### config.mk
export PLATFORM = sky130hd
export DESIGN_NAME = mem_access_stage_flat
export DESIGN_NICKNAME = d
export VERILOG_FILES = /design/src/rtl/mem_access_stage_pkg.sv /design/src/rtl/mem_access_stage_if.sv /design/src/rtl/mem_access_stage_data_memory_lanes.sv /design/src/rtl/mem_access_stage.sv /design/src/flat_wrapper.sv
export SDC_FILE = /design/constraint.sdc
export NUM_CORES = 2
export LEC_CHECK = 0
export CAP_MARGIN = 20
export CORE_ASPECT_RATIO = 0.6
export CORE_MARGIN = 10
export CORE_UTILIZATION = 50
export DETAILED_ROUTE_END_ITERATION = 10
export PLACE_DENSITY = 0.66
export SETUP_SLACK_MARGIN = 0.3
export SLEW_MARGIN = 20
export SYNTH_ARGS = -nofsm -noshare
export SYNTH_HDL_FRONTEND = slang
export SYNTH_SLANG_ARGS = --single-unit
### constraint.sdc
create_clock -name i_clock -period 22.6 [get_ports i_clock]
set_input_delay 4.52 -clock i_clock [delete_from_list [all_inputs] [get_ports i_clock]]
set_output_delay 4.52 -clock i_clock [all_outputs]
set_load 0.02 [all_outputs]
### src/rtl/mem_access_stage_pkg.sv
// Shared encodings for the MEM stage: access sizes, clear-FSM states, default widths.
// Helper functions keep size priority and alignment rules in one place.
package mem_access_stage_pkg;

    localparam int NB_DATA_DEF  = 32;
    localparam int NB_WADDR_DEF = 7;

    typedef enum logic [1:0] {
        SIZE_NONE = 2'd0,
        SIZE_BYTE = 2'd1,
        SIZE_HALF = 2'd2,
        SIZE_WORD = 2'd3
    } size_e;

    typedef enum logic {
        ST_CLEAR = 1'b0,
        ST_RUN   = 1'b1
    } state_e;

    // Word wins over halfword, halfword over byte.
    function automatic size_e decode_size(input logic byte_en,
                                          input logic half_en,
                                          input logic word_en);
        size_e s;
        if (word_en)      s = SIZE_WORD;
        else if (half_en) s = SIZE_HALF;
        else if (byte_en) s = SIZE_BYTE;
        else              s = SIZE_NONE;
        return s;
    endfunction

    function automatic logic is_misaligned(input size_e s, input logic [1:0] offset);
        logic m;
        case (s)
            SIZE_HALF: m = offset[0];
            SIZE_WORD: m = |offset;
            default:   m = 1'b0;
        endcase
        return m;
    endfunction

endpackage

### src/rtl/mem_access_stage_if.sv
// EX/MEM-side bus into the MEM stage plus its combinational results.
// slave = the stage itself, master = whoever drives the pipeline register outputs.
interface mem_access_stage_if #(
    parameter int NB_DATA = mem_access_stage_pkg::NB_DATA_DEF
);
    logic               i_pipeline_enable;
    logic               i_mem_read;
    logic               i_mem_write;
    logic               i_signed;
    logic               i_byte_enable;
    logic               i_halfword_enable;
    logic               i_word_enable;
    logic [NB_DATA-1:0] i_alu_result;
    logic [NB_DATA-1:0] i_data_b;
    logic               i_branch;
    logic               i_zero;
    logic [NB_DATA-1:0] o_read_data;
    logic               o_pc_src;
    logic               o_misaligned;
    logic               o_fault;
    logic               o_ready;

    modport slave (
        input  i_pipeline_enable, i_mem_read, i_mem_write, i_signed,
        input  i_byte_enable, i_halfword_enable, i_word_enable,
        input  i_alu_result, i_data_b, i_branch, i_zero,
        output o_read_data, o_pc_src, o_misaligned, o_fault, o_ready
    );

    modport master (
        output i_pipeline_enable, i_mem_read, i_mem_write, i_signed,
        output i_byte_enable, i_halfword_enable, i_word_enable,
        output i_alu_result, i_data_b, i_branch, i_zero,
        input  o_read_data, o_pc_src, o_misaligned, o_fault, o_ready
    );
endinterface

### src/rtl/mem_access_stage_data_memory_lanes.sv
// Byte-lane-writable word RAM: async read port, registered debug read port.
// Debug read is read-before-write; contents are not reset (the stage clears them).
module data_memory_lanes #(
    parameter int NB_DATA  = mem_access_stage_pkg::NB_DATA_DEF,
    parameter int NB_WADDR = mem_access_stage_pkg::NB_WADDR_DEF
) (
    input  logic                  i_clock,
    input  logic                  i_reset,
    input  logic [NB_DATA/8-1:0]  i_lane_we,
    input  logic [NB_WADDR-1:0]   i_waddr,
    input  logic [NB_DATA-1:0]    i_wdata,
    input  logic [NB_WADDR-1:0]   i_raddr,
    output logic [NB_DATA-1:0]    o_rdata,
    input  logic                  i_dbg_rd,
    input  logic [NB_WADDR-1:0]   i_dbg_addr,
    output logic [NB_DATA-1:0]    o_dbg_data,
    output logic                  o_dbg_valid
);
    localparam int NB_LANES = NB_DATA / 8;
    localparam int DEPTH    = 2 ** NB_WADDR;

    logic [NB_DATA-1:0] r_mem [DEPTH];
    logic [NB_DATA-1:0] r_dbg_data;
    logic               r_dbg_valid;

    always_ff @(posedge i_clock) begin
        for (int k = 0; k < NB_LANES; k++) begin
            if (i_lane_we[k]) begin
                r_mem[i_waddr][8*k +: 8] <= i_wdata[8*k +: 8];
            end
        end
    end

    always_ff @(posedge i_clock or negedge i_reset) begin
        if (!i_reset) begin
            r_dbg_data  <= '0;
            r_dbg_valid <= 1'b0;
        end else begin
            r_dbg_valid <= i_dbg_rd;
            if (i_dbg_rd) begin
                r_dbg_data <= r_mem[i_dbg_addr];
            end
        end
    end

    assign o_rdata     = r_mem[i_raddr];
    assign o_dbg_data  = r_dbg_data;
    assign o_dbg_valid = r_dbg_valid;

endmodule

### src/rtl/mem_access_stage.sv
// MIPS MEM stage: sized/extended loads, lane-masked stores, branch resolve, debug reads.
// Memory is zero-filled after reset; pipeline accesses are ignored until o_ready.
module mem_access_stage
    import mem_access_stage_pkg::*;
#(
    parameter int NB_DATA  = NB_DATA_DEF,
    parameter int NB_WADDR = NB_WADDR_DEF,
    parameter int NB_REG   = 5
) (
    input  logic                 i_clock,
    input  logic                 i_reset,
    mem_access_stage_if.slave    bus,
    input  logic                 i_debug_rd,
    input  logic [NB_WADDR-1:0]  i_debug_addr,
    output logic [NB_DATA-1:0]   o_debug_data,
    output logic                 o_debug_valid
);
    localparam int NB_LANES = NB_DATA / 8;

    state_e                r_state;
    state_e                w_state_next;
    logic [NB_WADDR-1:0]   r_clr_cnt;
    logic [NB_WADDR-1:0]   w_clr_cnt_next;
    logic                  r_fault;

    logic [NB_WADDR-1:0]   w_word_idx;
    logic [1:0]            w_offset;
    size_e                 w_size;
    logic                  w_ready;
    logic                  w_misaligned;
    logic                  w_store;
    logic [NB_LANES-1:0]   w_lane_mask;
    logic [NB_DATA-1:0]    w_store_data;

    logic [NB_LANES-1:0]   w_mem_we;
    logic [NB_WADDR-1:0]   w_mem_waddr;
    logic [NB_DATA-1:0]    w_mem_wdata;
    logic [NB_DATA-1:0]    w_rword;
    logic [7:0]            w_rbyte;
    logic [15:0]           w_rhalf;
    logic [NB_DATA-1:0]    w_load_data;
    logic                  w_unused_ok;

    assign w_word_idx   = bus.i_alu_result[NB_WADDR+1:2];
    assign w_offset     = bus.i_alu_result[1:0];
    assign w_unused_ok  = &{1'b0, bus.i_alu_result[NB_DATA-1:NB_WADDR+2]};
    assign w_size       = decode_size(bus.i_byte_enable, bus.i_halfword_enable, bus.i_word_enable);
    assign w_ready      = (r_state == ST_RUN);
    assign w_misaligned = (bus.i_mem_read | bus.i_mem_write) & (w_size != SIZE_NONE)
                        & is_misaligned(w_size, w_offset);
    assign w_store      = bus.i_mem_write & bus.i_pipeline_enable & w_ready
                        & ~w_misaligned & (w_size != SIZE_NONE);

    // Store data is replicated across lanes so the lane mask alone picks the target bytes.
    always_comb begin
        w_lane_mask  = '0;
        w_store_data = bus.i_data_b;
        case (w_size)
            SIZE_BYTE: begin
                w_lane_mask  = NB_LANES'(1) << w_offset;
                w_store_data = {NB_LANES{bus.i_data_b[7:0]}};
            end
            SIZE_HALF: begin
                w_lane_mask  = w_offset[1] ? 4'b1100 : 4'b0011;
                w_store_data = {(NB_LANES/2){bus.i_data_b[15:0]}};
            end
            SIZE_WORD: begin
                w_lane_mask  = '1;
            end
            default: ;
        endcase
    end

    // Clear FSM: next state and the memory write-port mux.
    always_comb begin
        w_state_next   = r_state;
        w_clr_cnt_next = r_clr_cnt;
        w_mem_we       = '0;
        w_mem_waddr    = w_word_idx;
        w_mem_wdata    = w_store_data;
        case (r_state)
            ST_CLEAR: begin
                w_mem_we       = '1;
                w_mem_waddr    = r_clr_cnt;
                w_mem_wdata    = '0;
                w_clr_cnt_next = r_clr_cnt + NB_WADDR'(1);
                if (r_clr_cnt == {NB_WADDR{1'b1}}) begin
                    w_state_next = ST_RUN;
                end
            end
            ST_RUN: begin
                w_mem_we = w_store ? w_lane_mask : '0;
            end
            default: w_state_next = ST_CLEAR;
        endcase
    end

    always_ff @(posedge i_clock or negedge i_reset) begin
        if (!i_reset) begin
            r_state   <= ST_CLEAR;
            r_clr_cnt <= '0;
            r_fault   <= 1'b0;
        end else begin
            r_state   <= w_state_next;
            r_clr_cnt <= w_clr_cnt_next;
            if (w_misaligned & bus.i_pipeline_enable & w_ready) begin
                r_fault <= 1'b1;
            end
        end
    end

    data_memory_lanes #(
        .NB_DATA  (NB_DATA),
        .NB_WADDR (NB_WADDR)
    ) u_mem (
        .i_clock     (i_clock),
        .i_reset     (i_reset),
        .i_lane_we   (w_mem_we),
        .i_waddr     (w_mem_waddr),
        .i_wdata     (w_mem_wdata),
        .i_raddr     (w_word_idx),
        .o_rdata     (w_rword),
        .i_dbg_rd    (i_debug_rd & w_ready),
        .i_dbg_addr  (i_debug_addr),
        .o_dbg_data  (o_debug_data),
        .o_dbg_valid (o_debug_valid)
    );

    assign w_rbyte = w_rword[{w_offset, 3'b000} +: 8];
    assign w_rhalf = w_offset[1] ? w_rword[31:16] : w_rword[15:0];

    always_comb begin
        w_load_data = '0;
        if (w_ready & bus.i_mem_read & ~w_misaligned) begin
            case (w_size)
                SIZE_BYTE: w_load_data = {{(NB_DATA-8){bus.i_signed & w_rbyte[7]}}, w_rbyte};
                SIZE_HALF: w_load_data = {{(NB_DATA-16){bus.i_signed & w_rhalf[15]}}, w_rhalf};
                SIZE_WORD: w_load_data = w_rword;
                default:   w_load_data = '0;
            endcase
        end
    end

    assign bus.o_read_data  = w_load_data;
    assign bus.o_pc_src     = bus.i_branch & bus.i_zero;
    assign bus.o_misaligned = w_misaligned;
    assign bus.o_fault      = r_fault;
    assign bus.o_ready      = w_ready;

endmodule

### src/flat_wrapper.sv
// flat-port wrapper written by rule: the top's interface ports become plain ports
module mem_access_stage_flat import mem_access_stage_pkg::*;
#(
    parameter int NB_DATA  = NB_DATA_DEF,
    parameter int NB_WADDR = NB_WADDR_DEF,
    parameter int NB_REG   = 5
)
  (i_clock, i_reset, i_debug_rd, i_debug_addr, o_debug_data, o_debug_valid, bus_i_pipeline_enable, bus_i_mem_read, bus_i_mem_write, bus_i_signed, bus_i_byte_enable, bus_i_halfword_enable, bus_i_word_enable, bus_i_alu_result, bus_i_data_b, bus_i_branch, bus_i_zero, bus_o_read_data, bus_o_pc_src, bus_o_misaligned, bus_o_fault, bus_o_ready);
  mem_access_stage_if #(.NB_DATA(NB_DATA)) bus_i ();
  input  logic i_clock;
  input  logic i_reset;
  input  logic i_debug_rd;
  input  logic [NB_WADDR-1:0] i_debug_addr;
  output logic [NB_DATA-1:0] o_debug_data;
  output logic o_debug_valid;
  input wire logic [$bits(bus_i.i_pipeline_enable)-1:0] bus_i_pipeline_enable;
  input wire logic [$bits(bus_i.i_mem_read)-1:0] bus_i_mem_read;
  input wire logic [$bits(bus_i.i_mem_write)-1:0] bus_i_mem_write;
  input wire logic [$bits(bus_i.i_signed)-1:0] bus_i_signed;
  input wire logic [$bits(bus_i.i_byte_enable)-1:0] bus_i_byte_enable;
  input wire logic [$bits(bus_i.i_halfword_enable)-1:0] bus_i_halfword_enable;
  input wire logic [$bits(bus_i.i_word_enable)-1:0] bus_i_word_enable;
  input wire logic [$bits(bus_i.i_alu_result)-1:0] bus_i_alu_result;
  input wire logic [$bits(bus_i.i_data_b)-1:0] bus_i_data_b;
  input wire logic [$bits(bus_i.i_branch)-1:0] bus_i_branch;
  input wire logic [$bits(bus_i.i_zero)-1:0] bus_i_zero;
  output wire logic [$bits(bus_i.o_read_data)-1:0] bus_o_read_data;
  output wire logic [$bits(bus_i.o_pc_src)-1:0] bus_o_pc_src;
  output wire logic [$bits(bus_i.o_misaligned)-1:0] bus_o_misaligned;
  output wire logic [$bits(bus_i.o_fault)-1:0] bus_o_fault;
  output wire logic [$bits(bus_i.o_ready)-1:0] bus_o_ready;
  assign bus_i.i_pipeline_enable = bus_i_pipeline_enable;
  assign bus_i.i_mem_read = bus_i_mem_read;
  assign bus_i.i_mem_write = bus_i_mem_write;
  assign bus_i.i_signed = bus_i_signed;
  assign bus_i.i_byte_enable = bus_i_byte_enable;
  assign bus_i.i_halfword_enable = bus_i_halfword_enable;
  assign bus_i.i_word_enable = bus_i_word_enable;
  assign bus_i.i_alu_result = bus_i_alu_result;
  assign bus_i.i_data_b = bus_i_data_b;
  assign bus_i.i_branch = bus_i_branch;
  assign bus_i.i_zero = bus_i_zero;
  assign bus_o_read_data = bus_i.o_read_data;
  assign bus_o_pc_src = bus_i.o_pc_src;
  assign bus_o_misaligned = bus_i.o_misaligned;
  assign bus_o_fault = bus_i.o_fault;
  assign bus_o_ready = bus_i.o_ready;
  mem_access_stage #(.NB_DATA(NB_DATA), .NB_WADDR(NB_WADDR), .NB_REG(NB_REG)) u_core (.i_clock(i_clock), .i_reset(i_reset), .bus(bus_i), .i_debug_rd(i_debug_rd), .i_debug_addr(i_debug_addr), .o_debug_data(o_debug_data), .o_debug_valid(o_debug_valid));
endmodule
**Word level (Yosys, flattened, before mapping)**

Memories as Yosys holds them, arrays and structs flattened. A register that Yosys moved wholly into a read port is not among the register bits.
Index checks and enable logic that the tools add are counted.

- Reduce and logical (&&, ||, !) cells: 3
- Bitwise operators: 17
- Multiplexer cells: 24
- Eq/ne operators: 4
- Add/sub/neg operators: 1
- Shifts and indexed selects: 2

Operators by type and width:

| cell | number |
|---|---|
| $pmux W32 S3 | 1 |
| $mux W32 | 2 |
| $pmux W32 S2 | 1 |
| $shiftx A32 B6 Y8 | 1 |
| $mux W16 | 1 |
| $and A1 B1 Y1 | 14 |
| $pmux W4 S3 | 1 |
| $mux W1 | 11 |
| $mux W4 | 2 |
| $pmux W4 S2 | 1 |
| $add A7 B1 Y7 const B | 1 |
| $eq A7 B7 Y1 const B | 1 |
| $mux W7 | 1 |
| $eq A2 B2 Y1 const B | 2 |
| $mux W2 | 2 |
| $shl A1 B2 Y4 const A | 1 |
| $eq A2 B1 Y1 const B | 1 |
| $not A1 Y1 | 2 |
| $pmux W1 S2 | 1 |
| $reduce_bool A2 Y1 | 1 |
| $reduce_or A2 Y1 | 1 |
| $logic_not A1 Y1 | 1 |
| $or A1 B1 Y1 | 1 |

- Bits in registers: 10
- Memories: 1
- Output and inout bits: 69
- Word-level logic and storage cells: 56
- Input port bits: 83
- Memory bits (writable): 4096

Memories:

| memory | depth | bits a word | rd ports | clocked after memory_dff | wr ports | line | text |
|---|---|---|---|---|---|---|---|
| u_core.u_mem.r_mem | 128 | 32 | 2 | 1 | 1 | mem_access_stage_data_memory_lanes.sv:22 | `logic [NB_DATA-1:0] r_mem [DEPTH];` |

**Longest topological paths before layout**

- Depth after elaboration: 13
- Mapped depth: 16

**Cells and area by module**

From an unflattened synthesis, not the netlist that was laid out.

- Cell total of the unflattened synthesis: 10538
- Area, all modules: 195361.1 µm²

Modules (own cells, without submodules):

| module | instances | cells an instance | area each (µm²) | sequential area each (µm²) |
|---|---|---|---|---|
| data_memory_lanes | 1 | 10261 | 193559.4 | 123823.8 |
| mem_access_stage | 1 | 277 | 1801.7 | 225.2 |

**Worst setup path after synthesis**

Ideal clock, no wire load.

- Path kind: in2reg
- Start: input port bus_i_halfword_enable
- End: memory u_core.u_mem.r_mem[0][24] in the netlist's numbering, data pin
- Stages on the path: 7
- Slack: 10.534 ns
- Setup time: 1.229 ns
- Data arrival time: 10.837 ns
- Cell sequence: inv_1 -> a21oi_1 -> ha_1 -> clkbuf_1 -> clkbuf_1 -> a22oi_1 -> a211oi_1

- Cells in the longest elaborated chain, start to end: 5
- Elaborated cells between the ends (all ways): 6
- Those cells by class: eq/ne: 2; mux: 4

Ends and longest elaborated chain:

| what | line | text |
|---|---|---|
| from (decl) | flat_wrapper.sv:21 | `input wire logic [$bits(bus_i.i_halfword_enable)-1:0] bus_i_halfword_enable;` |
| $mux W2 (*) | mem_access_stage_pkg.sv:26 | `else if (half_en) s = SIZE_HALF;` |
| $mux W2 (*) | mem_access_stage_pkg.sv:25 | `if (word_en) s = SIZE_WORD;` |
| $eq A2 B2 Y1 / $eq A2 B1 Y1 (equally long branches) | mem_access_stage.sv:58 | `case (w_size)` |
| $pmux W32 S2 (*) | mem_access_stage.sv:58 |  |
| $mux W32 (*) | mem_access_stage.sv:81 | `case (r_state)` |
| named net u_core.u_mem.i_wdata[24] | mem_access_stage_data_memory_lanes.sv:11 | `input logic [NB_DATA-1:0] i_wdata,` |
| to (decl) | mem_access_stage_data_memory_lanes.sv:22 |  |

Mark *: on every way through the listed nets, which the timed path passes. The rest lies on a longest branch.

**Worst setup path in the final report**

- Start: input port bus_i_alu_result[2]
- End: output port bus_o_read_data[29]

- Cells in the longest elaborated chain, start to end: 5
- Elaborated cells between the ends (all ways): 7
- Those cells by class: shift: 1; mux: 3; bitwise: 2; memory: 1

Ends and longest elaborated chain:

| what | line | text |
|---|---|---|
| from (decl) | flat_wrapper.sv:23 | `input wire logic [$bits(bus_i.i_alu_result)-1:0] bus_i_alu_result;` |
| $mem_v2 Z128 W32 (*) | -- |  |
| $shiftx A32 B6 Y8 / $mux W16 (equally long branches) | mem_access_stage.sv:129, mem_access_stage.sv:130 |  |
| $and A1 B1 Y1 (on tied branches) | mem_access_stage.sv:136, mem_access_stage.sv:137 |  |
| $pmux W32 S3 (*) | mem_access_stage.sv:135 | `case (w_size)` |
| $mux W32 (*) | mem_access_stage.sv:134 | `if (w_ready & bus.i_mem_read & ~w_misaligned) begin` |
| to (decl) | flat_wrapper.sv:27 | `output wire logic [$bits(bus_i.o_read_data)-1:0] bus_o_read_data;` |

Mark *: on every way between the ends. The rest lies on a longest branch, timed or not.

==> results.toml <==
[yosys]
synth_area_in_adders_pct = 0.0324
synth.avg_cell_area_um2 = 21.2
synth_async_sr_flop_share_pct = 1.01
combinational_family_with_the_most_area_after_synthesis = "multiplexers"
synth_compound_gate_area_share_pct = 1.57
ys_types = 59
synth_most_common_cell = "edfxtp_1"
syn_area_um2 = 193000
synth.net_count = 9222
synth_mux_area_share_pct = 29.9
yosys.area_share.xor_xnor_pct = 0.0272
netlist.area_leader.share_pct = 63.7
synth.yosys.warnings = 0
synth_top_cells_by_area = "edfxtp_1, mux4_2, nor2_1"
instance_count_of_the_mapped_netlist = 9134
yosys_register_bits = 4138
synth_top_cell_by_area = "edfxtp_1"
ys_seq_area_share_pct = 64.2
synth-simple-area-share_pct = 2.40
synth_top_flop_cell = "edfxtp_1"
synth_enable_flop_cells = 4096
post_synth_most_frequent_cells = "edfxtp_1, mux4_2, nor2_1"

[timing]
fin_crit_sh_pct = 69.7
timing.fmax_ghz = 0.0635
max_slew_margin_pct = 9.03
hold_viol = 0
whs_ns = 0.473
clock_skew_ns = 0.0634
setup_tns_ns = 0
finalWorstPathRequiredPeriod_ns = 15.76
timing.final.setup_violations = 0
rsz0062_at_grt = "no"
timing_worst_slew_pin_value_ns = 1.36
maxSlewViolCount = 0

[floorplan]
core-area_um2 = 384000
die_height_um = 502
floorplan.io_pins = 152
floorplan.initialDensity_pct = 50.3
die_width_um = 823
die_area_um2 = 413000
rows = 176

[cts]
post-cts-setup-buffer-count = 0
post_cts_resize_count = 0
cts_hold_buffers = 0
cts-root-buf = "clkbuf_16"
clock_latency_ns = 1.01
tritoncts_num_sinks = 4138
cts_tree = "built"
clock_input_transition_at_the_sequential_cells_of_the_worst_setup_and_hold_paths_ns = 0.06
h-tree-depth = 5
cts_buffer_depth = 4
cts_inserted_buffers = 391

[drt]
ant_nets = 0
drt_pass1_iterations = 9
avgViaCountPerCell = 7.46
initial_drc_count = 20499
wirelength_mm = 654
post-route-drc-count = 0
num_vias = 109594
routed_wire_length_per_instance_um = 44.5

[cells_and_area]
register_area_um2 = 124000
multi_input_gate_area_um2 = 66300
fillCellCount = 28370
fin_nets = 9282
flow.area_growth_from_synthesis_pct = 10.3
drive_above_1_share_pct = 36.1
final_cell_area_um2 = 213000
postLayoutCoreUtil_pct = 55.5
fin_cells = 14692

[status]
run_status = "completed"

[power]
pwr_cell_area_nw_per_um2 = 74.9
leakagePower_nw = 61.5
ir_worst_vdd_mv = 0.0752

[global_route]
grt_util_all_layers_pct = 31.2
grt_overflow_total = 0
number_of_global_route_vias_before_repair = 104919
wire_length_of_the_first_global_routing_pass_mm = 888
grt_antenna_before_repair = 69
maximum_number_of_pins_on_one_net_before_global_route_repair = 129

[place]
dpl.cell_count = 13945
place.port_buffers = 128
detailed_placer_s_ending_hpwl_mm = 451
place.gp.congestion = 0.994
placed_cell_area_um2 = 200000

[critical_path]
cp_max_fo = 59
end_kind = "output port"
critical_path.startpoint_type = "primary input"
worst_ep_required_time_ns = 18.08
crit_type = "primary input to output port"
arrival_ns = 11.24

[min_path]
hold_path.class = "flop to flop"

[flow_run]
maxCapViolCount = 0
-- report_power, final --
group	total, mW	switching [mW]	internal [mW]
Sequential	8.30	0	8.30
Combinational	1.02	0.646	0.373
Clock	6.65	2.98	3.67
-- sequential cells by signal, indices dropped and copies added (netlist names) --
signal,count
u_core.u_mem.r_mem,4096
u_core.u_mem.o_dbg_data,32
u_core.r_clr_cnt,7
u_core.bus.o_fault,1
u_core.bus.o_ready,1
u_core.u_mem.o_dbg_valid,1
-- cells by family (layout without fill, tap and decap cells) --
family / after synthesis / count (layout)
buf+inv: 756 / 1131
xor+xnor: 6 / 6
compound gates: 404 / 404
simple gates: 1137 / 1137
fa+ha+maj: 5 / 5
other cells: 0 / 21
mux: 2688 / 2688
flops: 4138 / 4138
-- worst max-delay path: stages --
cell and delay [ns]:
buf_16 0.41, buf_4 0.66, buf_4 0.75, buf_4 0.79
mux4_2 0.79, a22oi_1 0.23, o21ai_0 0.11, nor4_1 0.76
mux4_2 0.48, or2_2 0.15, a31oi_2 0.34, or3_1 0.49
clkdlybuf4s50_1 0.55
-- routing by layer --
layer	track usage [%]	up-vias	share of wire, %
met5	0.985	-	0.13
met4	10.0	42	4.0
met3	17.1	1055	19
met2	40.7	8924	40
met1	44.3	59421	37
li1	-	40152	-
-- final cells by class --
cell class / instances / share of cell area, %
tap: 5162 / 3.03
sequential: 4138 / 58.2
multi-input combinational: 4240 / 31.1
timing repair buffer: 412 / 1.78
inverter: 11 / 0.0235
clock inverter: 220 / 0.962
antenna: 21 / 0.0247
clock buffer: 488 / 4.86
-- per-stage QoR --
stage | total power [mW] | setup WS [ns]
3_5_place_dp | 9.44 | 6.86
5_1_grt | 16.3 | 6.57
3_3_place_gp | 9.44 | 6.97
4_1_cts | 15.9 | 6.86
2_1_floorplan | 9.06 | 10.53
6_report | 16.0 | 6.84
-- final timing paths --
| path | startpoint | endpoint | slack [ns] | cells after the start |
|---|---|---|---|---|
| min | u_core.bus.o_fault | u_core.bus.o_fault | 0.47 | 1 |
| max in group asynchronous | i_reset | u_core.u_mem.o_dbg_data[29] | 18.37 | 2 |
| max | bus_i_alu_result[2] | bus_o_read_data[29] | 6.84 | 13 |
| min reg2reg | u_core.bus.o_fault | u_core.bus.o_fault | 0.47 | 1 |
| max reg2reg | u_core.bus.o_ready | u_core.u_mem.r_mem[61][13] | 17.37 | 7 |
| min in group asynchronous | i_reset | u_core.u_mem.o_dbg_data[8] | 3.67 | 2 |
-- layout by cell type, fill, tap and decap left out, types with 26 or more instances in the layout --
cell type	instances
edfxtp_1	4096
mux4_2	2449
nor2_1	542
clkbuf_16	401
nand2_1	323
buf_4	255
mux2i_1	219
a22oi_1	139
clkdlybuf4s50_1	114
clkbuf_1	87
clkinv_1	84
nor2_2	76
clkinv_2	64
a32oi_1	60
a21oi_1	58
nand3_1	55
dfrtp_1	41
bufinv_16	37
and3_1	26
No activity file was read; power rests on OpenSTA's default activity.
